File: config.mk
export PLATFORM = sky130hd
export DESIGN_NAME = mem_stage_lsu
export DESIGN_NICKNAME = d
export VERILOG_FILES = /design/src/rtl/mem_stage_lsu.sv
export SDC_FILE = /design/constraint.sdc
export NUM_CORES = 1
export LEC_CHECK = 0
export CAP_MARGIN = 40
export CORE_MARGIN = 1.5
export CORE_UTILIZATION = 51
export CTS_BUF_LIST = sky130_fd_sc_hd__clkbuf_16
export DETAILED_ROUTE_END_ITERATION = 10
export HOLD_SLACK_MARGIN = 0.1
export PLACE_DENSITY = 0.86
export SLEW_MARGIN = 10
export SYNTH_ARGS = -nofsm -noshare
export SYNTH_HDL_FRONTEND = slang
export SYNTH_SLANG_ARGS = --single-unit
File: constraint.sdc
create_clock -name clk -period 3.6 [get_ports clk]
set_input_delay 0.36 -clock clk [delete_from_list [all_inputs] [get_ports clk]]
set_output_delay 0.36 -clock clk [all_outputs]
set_load 0.02 [all_outputs]
File: src/rtl/mem_stage_lsu.sv
// mem_stage_lsu: load/store unit sitting behind the EX/MEM register.
// Issues data-memory requests and aligns write lanes on stores.
// Selects and extends read lanes on loads, and fills the MEM/WB register.
// The upstream pipeline is held while an access is in flight.
module mem_stage_lsu #(
  parameter int DM_ADDR_W     = 9,
  parameter bit MISALIGN_TRAP = 1'b1
) (
  input  logic                 clk,
  input  logic                 reset,
  input  logic                 in_valid,
  input  logic                 in_RegWrite,
  input  logic                 in_MemtoReg,
  input  logic                 in_MemRead,
  input  logic                 in_MemWrite,
  input  logic [31:0]          in_Alu_Result,
  input  logic [31:0]          in_RD_Two,
  input  logic [4:0]           in_rd,
  input  logic [2:0]           in_func3,
  input  logic [31:0]          in_Curr_Instr,
  output logic                 stall,
  output logic                 mem_req,
  output logic                 mem_we,
  output logic [DM_ADDR_W-1:0] mem_addr,
  output logic [3:0]           mem_be,
  output logic [31:0]          mem_wdata,
  input  logic                 mem_gnt,
  input  logic                 mem_rvalid,
  input  logic [31:0]          mem_rdata,
  output logic                 wb_valid,
  output logic                 wb_RegWrite,
  output logic                 wb_MemtoReg,
  output logic [31:0]          wb_Alu_Result,
  output logic [31:0]          wb_MemReadData,
  output logic [4:0]           wb_rd,
  output logic [31:0]          wb_Curr_Instr,
  output logic                 misalign_err
);

  typedef enum logic [1:0] {S_IDLE, S_REQ, S_WAIT} state_t;

  state_t                 state_q, state_d;
  logic                   mem_req_q, mem_req_d;
  logic                   mem_we_q, mem_we_d;
  logic [DM_ADDR_W-1:0]   mem_addr_q, mem_addr_d;
  logic [3:0]             mem_be_q, mem_be_d;
  logic [31:0]            mem_wdata_q, mem_wdata_d;
  logic                   h_regwrite_q, h_regwrite_d;
  logic                   h_memtoreg_q, h_memtoreg_d;
  logic                   h_memwrite_q, h_memwrite_d;
  logic [31:0]            h_alu_q, h_alu_d;
  logic [4:0]             h_rd_q, h_rd_d;
  logic [2:0]             h_func3_q, h_func3_d;
  logic [31:0]            h_instr_q, h_instr_d;
  logic                   wb_valid_q, wb_valid_d;
  logic                   wb_regwrite_q, wb_regwrite_d;
  logic                   wb_memtoreg_q, wb_memtoreg_d;
  logic [31:0]            wb_alu_q, wb_alu_d;
  logic [31:0]            wb_rdata_q, wb_rdata_d;
  logic [4:0]             wb_rd_q, wb_rd_d;
  logic [31:0]            wb_instr_q, wb_instr_d;
  logic                   is_mem, illegal, stall_c, misalign_c;
  logic [3:0]             be_c;
  logic [31:0]            wdata_c, load_data;
  logic [7:0]             lane_byte;
  logic [15:0]            lane_half;

  assign is_mem = in_MemRead | in_MemWrite;

  // Flag accesses whose size and address cannot be served as one aligned word access
  always_comb begin
    illegal = 1'b0;
    if (MISALIGN_TRAP) begin
      case (in_func3)
        3'b001, 3'b101:         illegal = in_Alu_Result[0];
        3'b010:                 illegal = |in_Alu_Result[1:0];
        3'b011, 3'b110, 3'b111: illegal = 1'b1;
        default:                illegal = 1'b0;
      endcase
    end
  end

  // Byte enables and lane-replicated write data for the incoming access size
  always_comb begin
    case (in_func3[1:0])
      2'b00: begin
        be_c    = 4'b0001 << in_Alu_Result[1:0];
        wdata_c = {4{in_RD_Two[7:0]}};
      end
      2'b01: begin
        be_c    = in_Alu_Result[1] ? 4'b1100 : 4'b0011;
        wdata_c = {2{in_RD_Two[15:0]}};
      end
      default: begin
        be_c    = 4'b1111;
        wdata_c = in_RD_Two;
      end
    endcase
  end

  // Pick the addressed byte/half from the read word and sign- or zero-extend it
  always_comb begin
    case (h_alu_q[1:0])
      2'b00:   lane_byte = mem_rdata[7:0];
      2'b01:   lane_byte = mem_rdata[15:8];
      2'b10:   lane_byte = mem_rdata[23:16];
      default: lane_byte = mem_rdata[31:24];
    endcase
    lane_half = h_alu_q[1] ? mem_rdata[31:16] : mem_rdata[15:0];
    case (h_func3_q)
      3'b000:  load_data = {{24{lane_byte[7]}}, lane_byte};
      3'b100:  load_data = {24'h0, lane_byte};
      3'b001:  load_data = {{16{lane_half[15]}}, lane_half};
      3'b101:  load_data = {16'h0, lane_half};
      default: load_data = mem_rdata;
    endcase
  end

  // Access sequencer: next state, request outputs, holding registers and MEM/WB fields
  always_comb begin
    state_d       = state_q;
    mem_req_d     = mem_req_q;
    mem_we_d      = mem_we_q;
    mem_addr_d    = mem_addr_q;
    mem_be_d      = mem_be_q;
    mem_wdata_d   = mem_wdata_q;
    h_regwrite_d  = h_regwrite_q;
    h_memtoreg_d  = h_memtoreg_q;
    h_memwrite_d  = h_memwrite_q;
    h_alu_d       = h_alu_q;
    h_rd_d        = h_rd_q;
    h_func3_d     = h_func3_q;
    h_instr_d     = h_instr_q;
    wb_valid_d    = 1'b0;
    wb_regwrite_d = 1'b0;
    wb_memtoreg_d = wb_memtoreg_q;
    wb_alu_d      = wb_alu_q;
    wb_rdata_d    = wb_rdata_q;
    wb_rd_d       = wb_rd_q;
    wb_instr_d    = wb_instr_q;
    stall_c       = 1'b0;
    misalign_c    = 1'b0;
    case (state_q)
      S_IDLE: begin
        if (in_valid && is_mem && !illegal) begin
          stall_c      = 1'b1;
          state_d      = S_REQ;
          mem_req_d    = 1'b1;
          mem_we_d     = in_MemWrite;
          mem_addr_d   = in_Alu_Result[DM_ADDR_W+1:2];
          mem_be_d     = be_c;
          mem_wdata_d  = wdata_c;
          h_regwrite_d = in_RegWrite;
          h_memtoreg_d = in_MemtoReg;
          h_memwrite_d = in_MemWrite;
          h_alu_d      = in_Alu_Result;
          h_rd_d       = in_rd;
          h_func3_d    = in_func3;
          h_instr_d    = in_Curr_Instr;
        end else begin
          misalign_c    = in_valid & is_mem & illegal;
          wb_valid_d    = in_valid;
          wb_regwrite_d = in_valid & in_RegWrite & ~(is_mem & illegal);
          wb_memtoreg_d = in_MemtoReg;
          wb_alu_d      = in_Alu_Result;
          wb_rdata_d    = 32'h0;
          wb_rd_d       = in_rd;
          wb_instr_d    = in_Curr_Instr;
        end
      end
      S_REQ: begin
        stall_c = 1'b1;
        if (mem_gnt) begin
          mem_req_d = 1'b0;
          mem_we_d  = 1'b0;
          state_d   = S_WAIT;
        end
      end
      S_WAIT: begin
        stall_c = ~mem_rvalid;
        if (mem_rvalid) begin
          state_d       = S_IDLE;
          wb_valid_d    = 1'b1;
          wb_regwrite_d = h_regwrite_q;
          wb_memtoreg_d = h_memtoreg_q;
          wb_alu_d      = h_alu_q;
          wb_rdata_d    = h_memwrite_q ? 32'h0 : load_data;
          wb_rd_d       = h_rd_q;
          wb_instr_d    = h_instr_q;
        end
      end
      default: state_d = S_IDLE;
    endcase
  end

  // Register everything; reset returns to idle and drops any outstanding request
  always_ff @(posedge clk) begin
    if (reset) begin
      state_q       <= S_IDLE;
      mem_req_q     <= 1'b0;
      mem_we_q      <= 1'b0;
      mem_addr_q    <= '0;
      mem_be_q      <= 4'h0;
      mem_wdata_q   <= 32'h0;
      h_regwrite_q  <= 1'b0;
      h_memtoreg_q  <= 1'b0;
      h_memwrite_q  <= 1'b0;
      h_alu_q       <= 32'h0;
      h_rd_q        <= 5'h0;
      h_func3_q     <= 3'h0;
      h_instr_q     <= 32'h0;
      wb_valid_q    <= 1'b0;
      wb_regwrite_q <= 1'b0;
      wb_memtoreg_q <= 1'b0;
      wb_alu_q      <= 32'h0;
      wb_rdata_q    <= 32'h0;
      wb_rd_q       <= 5'h0;
      wb_instr_q    <= 32'h0;
    end else begin
      state_q       <= state_d;
      mem_req_q     <= mem_req_d;
      mem_we_q      <= mem_we_d;
      mem_addr_q    <= mem_addr_d;
      mem_be_q      <= mem_be_d;
      mem_wdata_q   <= mem_wdata_d;
      h_regwrite_q  <= h_regwrite_d;
      h_memtoreg_q  <= h_memtoreg_d;
      h_memwrite_q  <= h_memwrite_d;
      h_alu_q       <= h_alu_d;
      h_rd_q        <= h_rd_d;
      h_func3_q     <= h_func3_d;
      h_instr_q     <= h_instr_d;
      wb_valid_q    <= wb_valid_d;
      wb_regwrite_q <= wb_regwrite_d;
      wb_memtoreg_q <= wb_memtoreg_d;
      wb_alu_q      <= wb_alu_d;
      wb_rdata_q    <= wb_rdata_d;
      wb_rd_q       <= wb_rd_d;
      wb_instr_q    <= wb_instr_d;
    end
  end

  assign stall          = reset ? 1'b0 : stall_c;
  assign misalign_err   = reset ? 1'b0 : misalign_c;
  assign mem_req        = mem_req_q;
  assign mem_we         = mem_we_q;
  assign mem_addr       = mem_addr_q;
  assign mem_be         = mem_be_q;
  assign mem_wdata      = mem_wdata_q;
  assign wb_valid       = wb_valid_q;
  assign wb_RegWrite    = wb_regwrite_q;
  assign wb_MemtoReg    = wb_memtoreg_q;
  assign wb_Alu_Result  = wb_alu_q;
  assign wb_MemReadData = wb_rdata_q;
  assign wb_rd          = wb_rd_q;
  assign wb_Curr_Instr  = wb_instr_q;

endmodule

# == Yosys cells after proc, flatten, opt, wreduce, memory -nomap -nowiden ==
# Index checks and enable logic that the tools add are counted.
# Widths: inputs -> output; s select.
# classes
n_eq_ne,18
n_shift,1
mux,44
bitwise,8
n_reduce_logical,16
# ops
operator,n
$pmux 32 s2,4
$mux 32,7
$pmux 32 s4,1
$pmux 8 s3,1
$mux 16,1
$eq 3x3->1 const B,5
$mux 1,14
$mux 5,2
$pmux 1 s2,5
$pmux 5 s2,1
$reduce_and 3->1,3
$ne 2x2->1 const B,4
$pmux 4 s2,1
$eq 2x1->1 const B,3
$eq 3x1->1 const B,2
$eq 3x2->1 const B,2
$logic_not 2->1,3
$mux 2,3
$pmux 1 s3,2
$pmux 2 s3,1
$and 1x1->1,5
$eq 2x2->1 const B,2
$mux 4,1
$reduce_bool 2->1,2
other kinds (9),12
# word_totals
reg_bits,228
in_bits,145
out_inout_bits,153
elab_cells,107

# == Logic depth before layout (Yosys ltp) ==
# logic_depth
word_depth,8
mapped_depth,7
depth_no_buf,4

# == Worst setup path before layout ==
# No wires, ideal clock.
# synth_path
path_type,input to output
from,input port in_func3[0]
to,output port stall
arrival_time_ns,1.548
t_required_ns,3.240
path_slack_ns,1.692
cell_stages,4
path_buffers,1
path_cell_list,nor4_4 > o2111ai_1 > clkbuf_1 > a31oi_1
# synth_via
elab_chain_len,8
word_cells_on_any_way,14
cone_classes,eq/ne (6); mux (4); reduce/logical (4)
# synth_lines
element,line,source
"start, declared",19,"input logic [2:0] in_func3,"
$eq 3x2->1 (tied with other cells),74,case (in_func3)
$reduce_or 3->1 / $reduce_or 2->1 (equally long branches),74,
$pmux 1 s3 (*),74,
$logic_not 1->1 (*),145,if (in_valid && is_mem && !illegal) begin
$logic_and 1x1->1 (*),145,
$mux 1 (*),145,
$pmux 1 s3 (*),143,case (state_q)
$mux 1 (*),243,assign stall = reset ? 1'b0 : stall_c;
"end, declared",21,"output logic stall,"
# Mark *: on every way between the ends. The rest lies on a longest branch, timed or not.

# == Worst setup path after layout ==
# layout_path
from,register state_q[1]
to,output port stall
# layout_via
elab_chain_len,3
word_cells_on_any_way,5
cone_classes,eq/ne (2); mux (2); reduce/logical (1)
# layout_lines
element,line,source
"start, declared",42,"state_t state_q, state_d;"
"start signal, assigned",220,state_q <= state_d;
$eq 2x2->1 (tied with other cells),143,
$pmux 1 s3 (*),143,
$mux 1 (*),243,
# Marked as above.

==> flow_summary.yaml <==
cells_and_area:
  final_cell_area_um2: 13600
  final_cell_mix: "clkdlybuf4s50_1, dfxtp_1, nand2_1, a21oi_1, o21ai_0"
  layout_commonest_cell: "clkdlybuf4s50_1"
  drive_above_1_share_pct: 10.7
  syn_to_final_growth_pct: 37.9
  nets: 1509
  nFillCells: 1408
power:
  pwr-share-clk_pct: 36.6
  pwr-share-seq_pct: 44.0
  leakage_nw: 4.72
  switching_share_pct: 27.8
  pwr-share-comb_pct: 19.4
  powerDensity_nw_per_um2: 444
  power.net_switching_mw: 1.68
  p_int_mw: 4.36
  ir_worst_vdd_uv: 412
worst_setup_path:
  start_kind: "flop"
  crit_arrival_ns: 2.81
  critPathCaptureType: "output pin"
  cp_max_fo: 75
  worstSetupPathType: "reg2out"
  cp.required_ns: 3.24
floorplan:
  fp.dieW_um: 142
  num_rows: 50
  io_pins: 298
  dieArea_um2: 20200
  core_um2: 18800
  start_util_pct: 52.4
  die_height_um: 142
synthesis:
  async_reset_ff_share_pct: 0
  synth.area.top_cells: "dfxtp_1, a211oi_2, a21oi_1, nand2_1, nand3b_1"
  ys_seq_elements: 219
  syn_avg_cell_area_um2: 8.67
  yosysUniqueCellTypes: 38
  yosys_most_used_dff: "dfxtp_1"
  syn-num-nets: 1284
  syn_area_um2: 9870
  synth_top_cell_by_area: "dfxtp_1"
  synth_edf_count: 0
  yosysWarnings: 0
  ys_seq_area_share_pct: 44.4
  syn_inst: 1139
  synth_top_area_share_pct: 44.4
place:
  dp_hpwl_mm: 19.2
  portBuffers: 297
  finalWeightedCongestion: 0.848
  placed_area_um2: 12900
clock_tree:
  htree_num_levels: 1
  clkSinkCount: 219
  clkLatencyLatePin_ns: 0.51
  cts_buffers: 24
  clkTransAtPathRegs_ns: 0.06
  cts_resized: 0
  cts_buffer_depth: 3
  cts_root_buffer: "clkbuf_16"
  hold_buffers: 0
  cts_tree: "done"
  post-cts-setup-buffers: 0
detailed_routing:
  drt-initial-drc-count: 548
  vias: 9347
  firstDrtPassIters: 4
  vias_per_cell: 5.70
  drc: 0
  avgRoutedWirePerCell_um: 17.9
  wirelength_mm: 29.3
  drtAntennaViolNets: 0
outcome:
  status: "completed"
timing:
  min_period_ns: 3.17
  max_freq_ghz: 0.315
  hold_violations: 0
  setup_viol_count_final: 0
  fin_setup_tns_ns: 0
  rsz0062_at_grt: "false"
  worstMarginPinSlew_ns: 0.839
  period_share_pct: 88.2
  finalMaxSlewViolations: 0
  relSlewSlack_pct: 44.0
  fin_skew_ns: 0.0116
grt:
  antenna_found_initial: 2
  overflow: 0
  grt_pass1_wl_mm: 45.8
  grt_pass1_vias: 8880
  grt_max_degree: 124
  grt_use_total_pct: 27.9
run:
  drv_cap: 0
hold_path:
  min-delay-path-class: "in2reg"
## synthesized netlist by cell type (18+ instances only)
| library cell | count |
|---|---|
| mux2i_1 | 23 |
| nand2_1 | 207 |
| nand2b_1 | 18 |
| clkbuf_1 | 73 |
| buf_4 | 19 |
| a21oi_1 | 173 |
| nor2_1 | 25 |
| nand3b_1 | 70 |
| buf_2 | 20 |
| o21ai_0 | 89 |
| a211oi_2 | 70 |
| dfxtp_1 | 219 |
## power groups by stage
stage | Clock, mW | Sequential, mW | Combinational, mW
finish | 2.21 | 2.66 | 1.17
global route | 2.34 | 2.68 | 1.26
CTS | 2.25 | 2.66 | 1.18
detailed placement | 0 | 2.71 | 1.17
global placement | 0 | 2.70 | 1.15
floorplan | 0 | 2.82 | 0.515
## layout make-up
class / count / area, um^2 / share of cell area [%]
diodes: 2 / 5.00 / 0.0368
clock buffers: 25 / 626 / 4.59
clock inverters: 16 / 67.6 / 0.496
inverters: 6 / 22.5 / 0.165
multi-input cells: 793 / 4970 / 36.5
flip-flops and latches: 219 / 4390 / 32.2
well taps: 260 / 325 / 2.39
repair buffers: 320 / 3210 / 23.6
## critical path, cell delays in order (launching register included)
cell,delay [ns]
dfxtp_4,0.56
nor2b_1,0.63
o2111ai_4,0.24
a31oi_1,0.19
clkdlybuf4s50_1,0.68
## registers in the layout, summed over array words and instances (netlist names), 2 cells and up
register,count
h_instr_q,32
mem_wdata,32
wb_Alu_Result,32
wb_Curr_Instr,32
wb_MemReadData,32
h_alu_q,24
mem_addr,8
h_rd_q,5
wb_rd,5
mem_be,4
h_func3_q,3
state_q,2
## metrics by stage
step           hold slack (ns)  util, %  setup slack, ns  power, mW  cells
3_3_place_gp             0.436     68.4            0.694       3.85   1596
5_1_grt                  0.273     72.3            0.304       6.27   1641
4_1_cts                  0.223     72.3            0.428       6.08   1639
6_report                 0.259     72.3            0.426       6.04   1641
3_5_place_dp             0.441     68.6            0.639       3.88   1598
2_1_floorplan            0.431        -             1.69       3.34   1139
## path summary, 6_finish.rpt
check        slack, ns  depth (start not counted)                     start                            end
max               0.43                          4   state_q[1]$_SDFFE_PP0P_                          stall
min               0.26                          4                mem_rvalid        state_q[1]$_SDFFE_PP0P_
max reg2reg       0.86                          6   state_q[1]$_SDFFE_PP0P_  wb_Curr_Instr[1]$_SDFFE_PP0P_
min reg2reg       0.45                          2  h_alu_q[22]$_SDFFE_PP0P_       h_alu_q[22]$_SDFFE_PP0P_
## layer usage
layer	wire length [um]	up-vias	global-route usage (%)
li1	-	4488	-
met1	12000	4442	35.6
met2	13600	340	45.1
met3	2510	77	7.34
met5	0	-	0
met4	1190	0	11.0
## logic make-up after synthesis
kind of cell,synth area share (%)
buffers and inverters,5.80
AOI/OAI and AO/OA,29.3
muxes,3.36
and+or+nand+nor,17.1
DFF,44.4
Power figures use the tool's default switching activity.
